`config.mk`:
```
export PLATFORM = sky130hd
export DESIGN_NAME = rtype_ctrl_seq
export DESIGN_NICKNAME = d
export VERILOG_FILES = /design/src/rtl/rtype_ctrl_seq.sv
export SDC_FILE = /design/constraint.sdc
export NUM_CORES = 1
export LEC_CHECK = 0
export ABC_CLOCK_PERIOD_IN_PS = 2500
export BUFFER_PORTS_ARGS = -buffer_cell sky130_fd_sc_hd__clkbuf_2
export CORE_UTILIZATION = 35
export CTS_BUF_LIST = sky130_fd_sc_hd__clkbuf_4
export DETAILED_ROUTE_END_ITERATION = 10
export PLACE_DENSITY = 0.74
export SETUP_SLACK_MARGIN = 0.1
export SLEW_MARGIN = 30
export SYNTH_ARGS = -nofsm -noshare
export SYNTH_HDL_FRONTEND = slang
export SYNTH_SLANG_ARGS = --single-unit
```
`constraint.sdc`:
```
create_clock -name Clock -period 2.5 [get_ports Clock]
set_clock_uncertainty 0.15 [all_clocks]
set_input_delay 0.25 -clock Clock [delete_from_list [all_inputs] [get_ports Clock]]
set_output_delay 0.25 -clock Clock [all_outputs]
set_load 0.02 [all_outputs]
```
`src/rtl/rtype_ctrl_seq.sv`:
```
// Hardwired fetch/execute control sequencer for data_path: register-register ALU ops
// (two-operand, one-operand) and MUL/DIV with HI/LO writeback.
module rtype_ctrl_seq #(
    parameter int NREGS = 16,
    parameter int OPW   = 5
) (
    input  logic             Clock,
    input  logic             clear,
    input  logic             start,
    input  logic             mem_ready,
    input  logic [31:0]      IR,
    output logic             PCout,
    output logic             MARin,
    output logic             IncPC,
    output logic             PCin,
    output logic             Read,
    output logic             MDRin,
    output logic             MDRout,
    output logic             IRin,
    output logic             Yin,
    output logic             Zlowin,
    output logic             ZHighin,
    output logic             Zlowout,
    output logic             Zhighout,
    output logic             HIin,
    output logic             LOin,
    output logic [NREGS-1:0] Rout,
    output logic [NREGS-1:0] Rin,
    output logic [OPW-1:0]   op,
    output logic             busy,
    output logic             done,
    output logic             illegal
);

    typedef enum logic [2:0] {
        S_IDLE = 3'd0,
        S_T0   = 3'd1,
        S_T1   = 3'd2,
        S_T2   = 3'd3,
        S_T3   = 3'd4,
        S_T4   = 3'd5,
        S_T5   = 3'd6,
        S_T6   = 3'd7
    } state_e;

    typedef enum logic [1:0] {
        C_BIN = 2'd0,
        C_UN  = 2'd1,
        C_HL  = 2'd2,
        C_ILL = 2'd3
    } cls_e;

    function automatic cls_e decode_class(input logic [4:0] opc);
        cls_e c;
        case (opc)
            5'h0F, 5'h10: c = C_HL;
            5'h11, 5'h12: c = C_UN;
            default: begin
                if (opc <= 5'h0E) begin
                    c = C_BIN;
                end else begin
                    c = C_ILL;
                end
            end
        endcase
        return c;
    endfunction

    function automatic logic [NREGS-1:0] reg_onehot(input logic [3:0] idx);
        logic [NREGS-1:0] one;
        one    = '0;
        one[0] = 1'b1;
        return one << idx;
    endfunction

    state_e      state_q, state_d;
    logic [31:0] ir_q, ir_d;
    logic        t1_wait_q, t1_wait_d;
    logic        done_q, done_d;
    logic        illegal_q, illegal_d;

    logic [4:0]  opc_s;
    logic [3:0]  ra_s, rb_s, rc_s;
    cls_e        cls_s;
    logic        ir_unused_s;

    assign opc_s       = ir_q[31:27];
    assign ra_s        = ir_q[26:23];
    assign rb_s        = ir_q[22:19];
    assign rc_s        = ir_q[18:15];
    assign cls_s       = decode_class(opc_s);
    assign ir_unused_s = ^ir_q[14:0];

    // State, latched instruction, T1 wait flag and completion pulses.
    always_ff @(posedge Clock) begin
        if (clear) begin
            state_q   <= S_IDLE;
            ir_q      <= 32'h0000_0000;
            t1_wait_q <= 1'b0;
            done_q    <= 1'b0;
            illegal_q <= 1'b0;
        end else begin
            state_q   <= state_d;
            ir_q      <= ir_d;
            t1_wait_q <= t1_wait_d;
            done_q    <= done_d;
            illegal_q <= illegal_d;
        end
    end

    // Next-state sequencing; t1_wait marks T1 cycles after the first so PC loads once.
    always_comb begin
        state_d   = state_q;
        ir_d      = ir_q;
        t1_wait_d = 1'b0;
        done_d    = 1'b0;
        illegal_d = 1'b0;
        case (state_q)
            S_IDLE: begin
                if (start) begin
                    state_d = S_T0;
                end else begin
                    state_d = S_IDLE;
                end
            end
            S_T0: state_d = S_T1;
            S_T1: begin
                if (mem_ready) begin
                    state_d = S_T2;
                end else begin
                    state_d   = S_T1;
                    t1_wait_d = 1'b1;
                end
            end
            S_T2: begin
                ir_d    = IR;
                state_d = S_T3;
            end
            S_T3: begin
                if (cls_s == C_ILL) begin
                    illegal_d = 1'b1;
                    state_d   = S_IDLE;
                end else begin
                    state_d = S_T4;
                end
            end
            S_T4: state_d = S_T5;
            S_T5: begin
                if (cls_s == C_HL) begin
                    state_d = S_T6;
                end else begin
                    done_d  = 1'b1;
                    state_d = S_IDLE;
                end
            end
            S_T6: begin
                done_d  = 1'b1;
                state_d = S_IDLE;
            end
            default: state_d = S_IDLE;
        endcase
    end

    // Moore strobe decode from the state register and latched IR only.
    always_comb begin
        PCout    = 1'b0;
        MARin    = 1'b0;
        IncPC    = 1'b0;
        PCin     = 1'b0;
        Read     = 1'b0;
        MDRin    = 1'b0;
        MDRout   = 1'b0;
        IRin     = 1'b0;
        Yin      = 1'b0;
        Zlowin   = 1'b0;
        ZHighin  = 1'b0;
        Zlowout  = 1'b0;
        Zhighout = 1'b0;
        HIin     = 1'b0;
        LOin     = 1'b0;
        Rout     = '0;
        Rin      = '0;
        op       = '0;
        case (state_q)
            S_T0: begin
                PCout  = 1'b1;
                MARin  = 1'b1;
                IncPC  = 1'b1;
                Zlowin = 1'b1;
            end
            S_T1: begin
                Zlowout = 1'b1;
                PCin    = ~t1_wait_q;
                Read    = 1'b1;
                MDRin   = 1'b1;
            end
            S_T2: begin
                MDRout = 1'b1;
                IRin   = 1'b1;
            end
            S_T3: begin
                if ((cls_s == C_BIN) || (cls_s == C_HL)) begin
                    Rout = reg_onehot(rb_s);
                    Yin  = 1'b1;
                end else begin
                    Yin = 1'b0;
                end
            end
            S_T4: begin
                op = OPW'(opc_s);
                case (cls_s)
                    C_BIN: begin
                        Rout   = reg_onehot(rc_s);
                        Zlowin = 1'b1;
                    end
                    C_UN: begin
                        Rout   = reg_onehot(rb_s);
                        Zlowin = 1'b1;
                    end
                    C_HL: begin
                        Rout    = reg_onehot(rc_s);
                        Zlowin  = 1'b1;
                        ZHighin = 1'b1;
                    end
                    default: Rout = '0;
                endcase
            end
            S_T5: begin
                Zlowout = 1'b1;
                if (cls_s == C_HL) begin
                    LOin = 1'b1;
                end else begin
                    Rin = reg_onehot(ra_s);
                end
            end
            S_T6: begin
                Zhighout = 1'b1;
                HIin     = 1'b1;
            end
            default: op = '0;
        endcase
    end

    assign busy    = (state_q != S_IDLE);
    assign done    = done_q;
    assign illegal = illegal_q;

endmodule

```
After elaboration in Yosys (flattened, before gate mapping):

Index checks and enable logic that the tools add are counted.

* flip-flop bits (word level): 38
* input bits: 36
* output and inout port bits: 55
* logic and storage cells: 67

* order comparisons: 1
* equality and inequality tests: 14
* shifts and indexed selects: 3
* mux-type cells: 30
* bitwise gates (word level): 3
* reductions and logical operators: 11

Operator list (count)
* one-hot mux 16 bit (2 select lines): 2
* two-way mux 16 bit: 3
* << shifter 1 x 4 -> 16 bit (first input constant): 3
* one-hot mux 3 bit (8 select lines): 1
* two-way mux 1 bit: 17
* equality test 5 bit (second input constant): 3
* equality test 3 bit (second input constant): 4
* OR reduction 2 bit: 6
* equality test 3 x 2 -> 1 bit (second input constant): 2
* two-way mux 3 bit: 2
* equality test 5 x 4 -> 1 bit (second input constant): 1
* <= comparator 5 x 4 -> 1 bit (second input constant): 1
* two-way mux 5 bit: 1
* equality test 2 bit (second input constant): 2
* one-hot mux 1 bit (2 select lines): 2
* one-hot mux 2 bit (2 select lines): 1
* equality test 3 x 1 -> 1 bit (second input constant): 1
* logical NOT 3 bit: 1
* inverter 1 bit: 3
* nonzero test 3 bit: 1
* OR reduction 3 bit: 1
* equality test 2 x 1 -> 1 bit (second input constant): 1
* logical NOT 2 bit: 1
* two-way mux 2 bit: 1
* logical OR 1 bit: 1

Longest topological paths before layout:

* depth after elaboration: 7
* gate-level depth with buffers: 6

Worst setup path after synthesis:

Ideal clock, no wire load.

* path kind: reg2out
* from: register state_q[0]
* to: output port Rin[1]
* arrival time: 1.774 ns
* setup slack: 0.326 ns
* cell stages (with the launch flop): 7
* path through: dfxtp_1 -> buf_2 -> nand2b_1 -> inv_1 -> nand2_1 -> or4b_4 -> nor2_1

* cells in the longest elaborated chain, start to end: 2

Ends and longest elaborated chain
* start, declared: line 76 `state_e state_q, state_d;`
* start signal, assigned: line 103 `state_q <= state_d;`
* equality test 3 bit: line 184 `case (state_q)`
* two-way mux 16 bit: line 184
* end, declared: line 28 `output logic [NREGS-1:0] Rin,`

No other way between the ends.

Worst setup path after layout:

* from: register ir_q[27]
* to: output port Rout[10]

* cells in the longest elaborated chain, start to end: 7
* elaborated cells on any way between the ends: 17

Ends and longest elaborated chain
* start, declared: line 77 `logic [31:0] ir_q, ir_d;`
* start signal, assigned: line 104 `ir_q <= ir_d;`
* <= comparator 5 x 4 -> 1 bit, or another cell as far along: line 59 `if (opc <= 5'h0E) begin`
* two-way mux 2 bit, or another cell as far along: line 59
* one-hot mux 2 bit (2 select lines) (*): line 55 `case (opc)`
* equality test 2 bit or logical NOT 2 bit (tied branches): line 202, 211
* OR reduction 2 bit (no line) or logical OR 1 bit (tied branches)
* one-hot mux 16 bit (2 select lines) or two-way mux 16 bit (tied branches): line 211, 202
* one-hot mux 16 bit (2 select lines) (*): line 184
* end, declared: line 27 `output logic [NREGS-1:0] Rout,`

Every way passes the cells marked *; elsewhere a longest branch is shown, timed or not.

==> impl_results.rst <==
.. list-table::
   :header-rows: 1

   * - Metric
     - Value
   * - Run status
     - completed
   * - Final critical-path required period
     - 2.38 ns
   * - Initial antenna violation count
     - 0
   * - Netlist Area Pre-Place
     - 1400 µm²
   * - Cell-by-cell trace of the critical path
     - o41ai_4 > buf_4 > nor3b_4 > nand2_2 > o22ai_2 > buf_6
   * - Area of the placeable core
     - 3740 µm²
   * - Routed wire length
     - 4020 µm
   * - Endpoint of the lowest-slack register-to-register path
     - ir_q[22]
   * - Antenna Cells
     - 0
   * - DRC
     - 0
   * - Standard cell with the maximum stage delay on the critical path
     - sky130_fd_sc_hd__dfxtp_4
   * - Sum of overflow across all layers after global routing
     - 0
   * - Mapped Cells
     - 192
   * - Drt via density
     - 5.08
   * - Delay contributed by the slowest stage of the critical path
     - 0.39 ns
   * - Clock tree from TritonCTS
     - built
   * - VDD IR-drop max
     - 187 µV
   * - Top fanout value on the critical path
     - 6
   * - Worst reg-to-reg path cell count
     - 6
   * - DPL Wire Length
     - 2810 µm
   * - Max-Slew Margin vs Limit
     - 65.1%
   * - Antenna Violating Nets Remaining
     - 0
   * - Share of the yosys chip area belonging to registers
     - 32.9%
   * - Die H
     - 65.2 µm
   * - Clock latency reported for the late side of the worst-skew pair
     - 0.31 ns
   * - Fmax
     - 420 MHz
   * - Crit path arrival time
     - 1.98 ns
   * - Number of port buffers
     - 75
   * - LEAKAGE
     - 0.906 nW
   * - CTS max path bufs
     - 2
   * - Cell accounting for the most synthesized area
     - sky130_fd_sc_hd__dfxtp_1
   * - Largest net degree at the start of global routing
     - 24
   * - Post-route clock period utilization
     - 95.1%
   * - GPL Wtd Cong
     - 0.812
   * - Startpoint of the lowest-slack register-to-register path
     - state_q[2]
   * - CP Class
     - flop to output pin
   * - Clk slew on worst S/H paths
     - 0.13 ns
   * - IO Count
     - 91
   * - Level count of the clock H-tree
     - 1
   * - Count of final hold-check violations
     - 0
   * - Critical Path Sink Type
     - output pin
   * - RSZ-0062 raised after global routing
     - yes
   * - Reg2Reg Setup Slack
     - 0.79 ns
   * - Required time of the worst setup path
     - 2.10 ns
   * - Final sum of negative setup slack
     - 0 ns
   * - Number of nets in the finished design
     - 319
   * - All-layer global routing usage
     - 17.0%
   * - Fraction of post-synthesis cell area in the top cell type by area
     - 32.9%
   * - Launch point of the critical path
     - ir_q[27]
   * - Yosys warnings
     - 0
   * - Width of the die
     - 65.2 µm
   * - Count of clock tree sinks
     - 23
   * - Share of synthesized flip-flops with an asynchronous set or reset
     - 0%
   * - Cts bufs inserted
     - 3
   * - PD cells
     - 331 nW/µm²
   * - Leading register cell type out of synthesis
     - sky130_fd_sc_hd__dfxtp_1
   * - Vias
     - 1678
   * - Cell types with the largest area share after synthesis
     - sky130_fd_sc_hd__dfxtp_1 (33%), sky130_fd_sc_hd__nand2_1 (12%), sky130_fd_sc_hd__a21oi_1 (7.2%)
   * - Post-synthesis net count
     - 228
   * - Worst Hold Path EP
     - ir_q[22]
   * - Worst Tran Pin Value
     - 0.518 ns
   * - Initial cell density of the core
     - 37.4%
   * - Floorplan row count
     - 22
   * - Number of enable-type register cells in the synthesized netlist
     - 0
   * - Total iterations of the first detailed-routing run
     - 4
   * - Pwr Total
     - 0.000729 W
   * - Area growth from synthesis to layout
     - 57.3%
   * - Die Area
     - 4250 µm²
   * - Critical Path Source Type
     - flop
   * - Maxcap violations
     - 0
   * - Number of violations reported at the end of detailed-routing iteration 0
     - 162
   * - First-pass GRT wire length
     - 5730 µm
   * - Post-synthesis register bit count
     - 23
   * - Layout cell share with drive strength beyond 1
     - 41.8%
   * - Leading cell types by count after synthesis
     - sky130_fd_sc_hd__nand2_1 (43), sky130_fd_sc_hd__dfxtp_1 (23), sky130_fd_sc_hd__nor2_1 (21), sky130_fd_sc_hd__a21oi_1 (20), sky130_fd_sc_hd__o22ai_1 (16)
   * - Number of stages on the worst hold path
     - 3
   * - Clk root buf
     - sky130_fd_sc_hd__clkbuf_4
   * - Via count of the first global-routing pass
     - 1287
   * - Most repeated cell in the gate-level netlist after synthesis
     - sky130_fd_sc_hd__nand2_1
   * - Count of distinct cell types in the synthesized netlist
     - 38
   * - Worst min-delay path class
     - input pin to flop
   * - Avg Synthesized Cell Area
     - 7.29 µm²
   * - Setup violators final
     - 0
   * - Final Max Slew Viols
     - 0
   * - Source of the worst hold timing path
     - IR[22]
   * - Routed length per instance
     - 12.2 µm
## state kept, by name, summed over array words and instances (netlist names)
name,count
done,1
illegal,1
ir_q,17
state_q,3
t1_wait_q,1
## worst max-delay path: cells and delay by family, from the launching register on
kind / cells / cell delay [ns]
compound gates: 2 / 0.54
simple gates: 2 / 0.41
flops: 1 / 0.39
buf+inv: 2 / 0.32
## placed cells by master, fill, tap and decap left out, types with 2 or more instances in the layout
cell                             n
sky130_fd_sc_hd__nand2_1        42
sky130_fd_sc_hd__clkbuf_4        4
sky130_fd_sc_hd__dfxtp_4         4
sky130_fd_sc_hd__dfxtp_2         2
sky130_fd_sc_hd__nand2b_1        8
sky130_fd_sc_hd__a21oi_1        20
sky130_fd_sc_hd__nand4b_1        3
sky130_fd_sc_hd__nor4_1          3
sky130_fd_sc_hd__and2_1          5
sky130_fd_sc_hd__nand4_1         2
sky130_fd_sc_hd__nor2_1         20
sky130_fd_sc_hd__clkbuf_2       62
sky130_fd_sc_hd__o22ai_1         5
sky130_fd_sc_hd__nand3b_1        4
sky130_fd_sc_hd__buf_6           9
sky130_fd_sc_hd__inv_1           2
sky130_fd_sc_hd__or2_2           2
sky130_fd_sc_hd__o22ai_2        11
sky130_fd_sc_hd__nor3_1          5
sky130_fd_sc_hd__buf_4          10
sky130_fd_sc_hd__dfxtp_1        17
sky130_fd_sc_hd__dlygate4sd3_1  17
## layout make-up
type / count / area [µm²]
clock buffers: 4 / 30.0
fillers: 363 / 1540
inverters: 3 / 15.0
multi-input cells: 153 / 956
flip-flops and latches: 23 / 478
well taps: 48 / 60.1
repair buffers: 99 / 662
## metrics by stage
step,instance area [µm²],utilization (%),hold slack (ns),std cells,setup slack (ns)
2_1_floorplan,1400,-,0.177,192,0.326
3_3_place_gp,1790,47.9,0.295,306,0.310
3_5_place_dp,1790,47.9,0.289,306,0.281
4_1_cts,1960,52.3,0.00427,323,0.0995
5_1_grt,2200,58.8,0.0113,330,-0.0275
6_report,2200,58.8,0.0207,330,0.121
## cell families (layout without fill, tap and decap cells)
logic type,Yosys count,count (layout),synth area share (%)
compound gates,44,44,21.0
xor+xnor,1,1,0.626
buf+inv,16,106,5.90
flops,23,23,32.9
mux,2,2,1.52
simple gates,106,106,38.0
## power breakdown
part / switching, W / internal (W)
combinational: 0.0000795 / 0.0000708
sequential: 0.0000161 / 0.000375
clock: 0.000115 / 0.0000732
total: 0.000210 / 0.000519
## what timing repair did
action                                 CTS  global route
pin swaps                                2            11
endpoints found under the hold margin   11             6
hold buffers                            11             6
buffers inserted                         2             1
resized for setup                        7            56
setup endpoints to repair               12            21
## metal layers
metal  track usage (%)  vias to the layer above  wire [µm]
li1                  -                      854          -
met2              27.8                       63       1890
met3              2.26                        5        209
met5                 0                        -          0
met4              5.43                        0         36
met1              23.0                      756       1880
## worst max path at each step
stage	endpoint	cells past startpoint	slack, ns
after floorplan	Rin[1]	6	0.33
after global placement	Rout[3]	5	0.31
after detailed placement	Rout[2]	5	0.28
after CTS	Rout[2]	5	0.1
after global routing	Rout[10]	6	-0.03
final	Rout[10]	6	0.12
(Power assumes the default switching activity.)
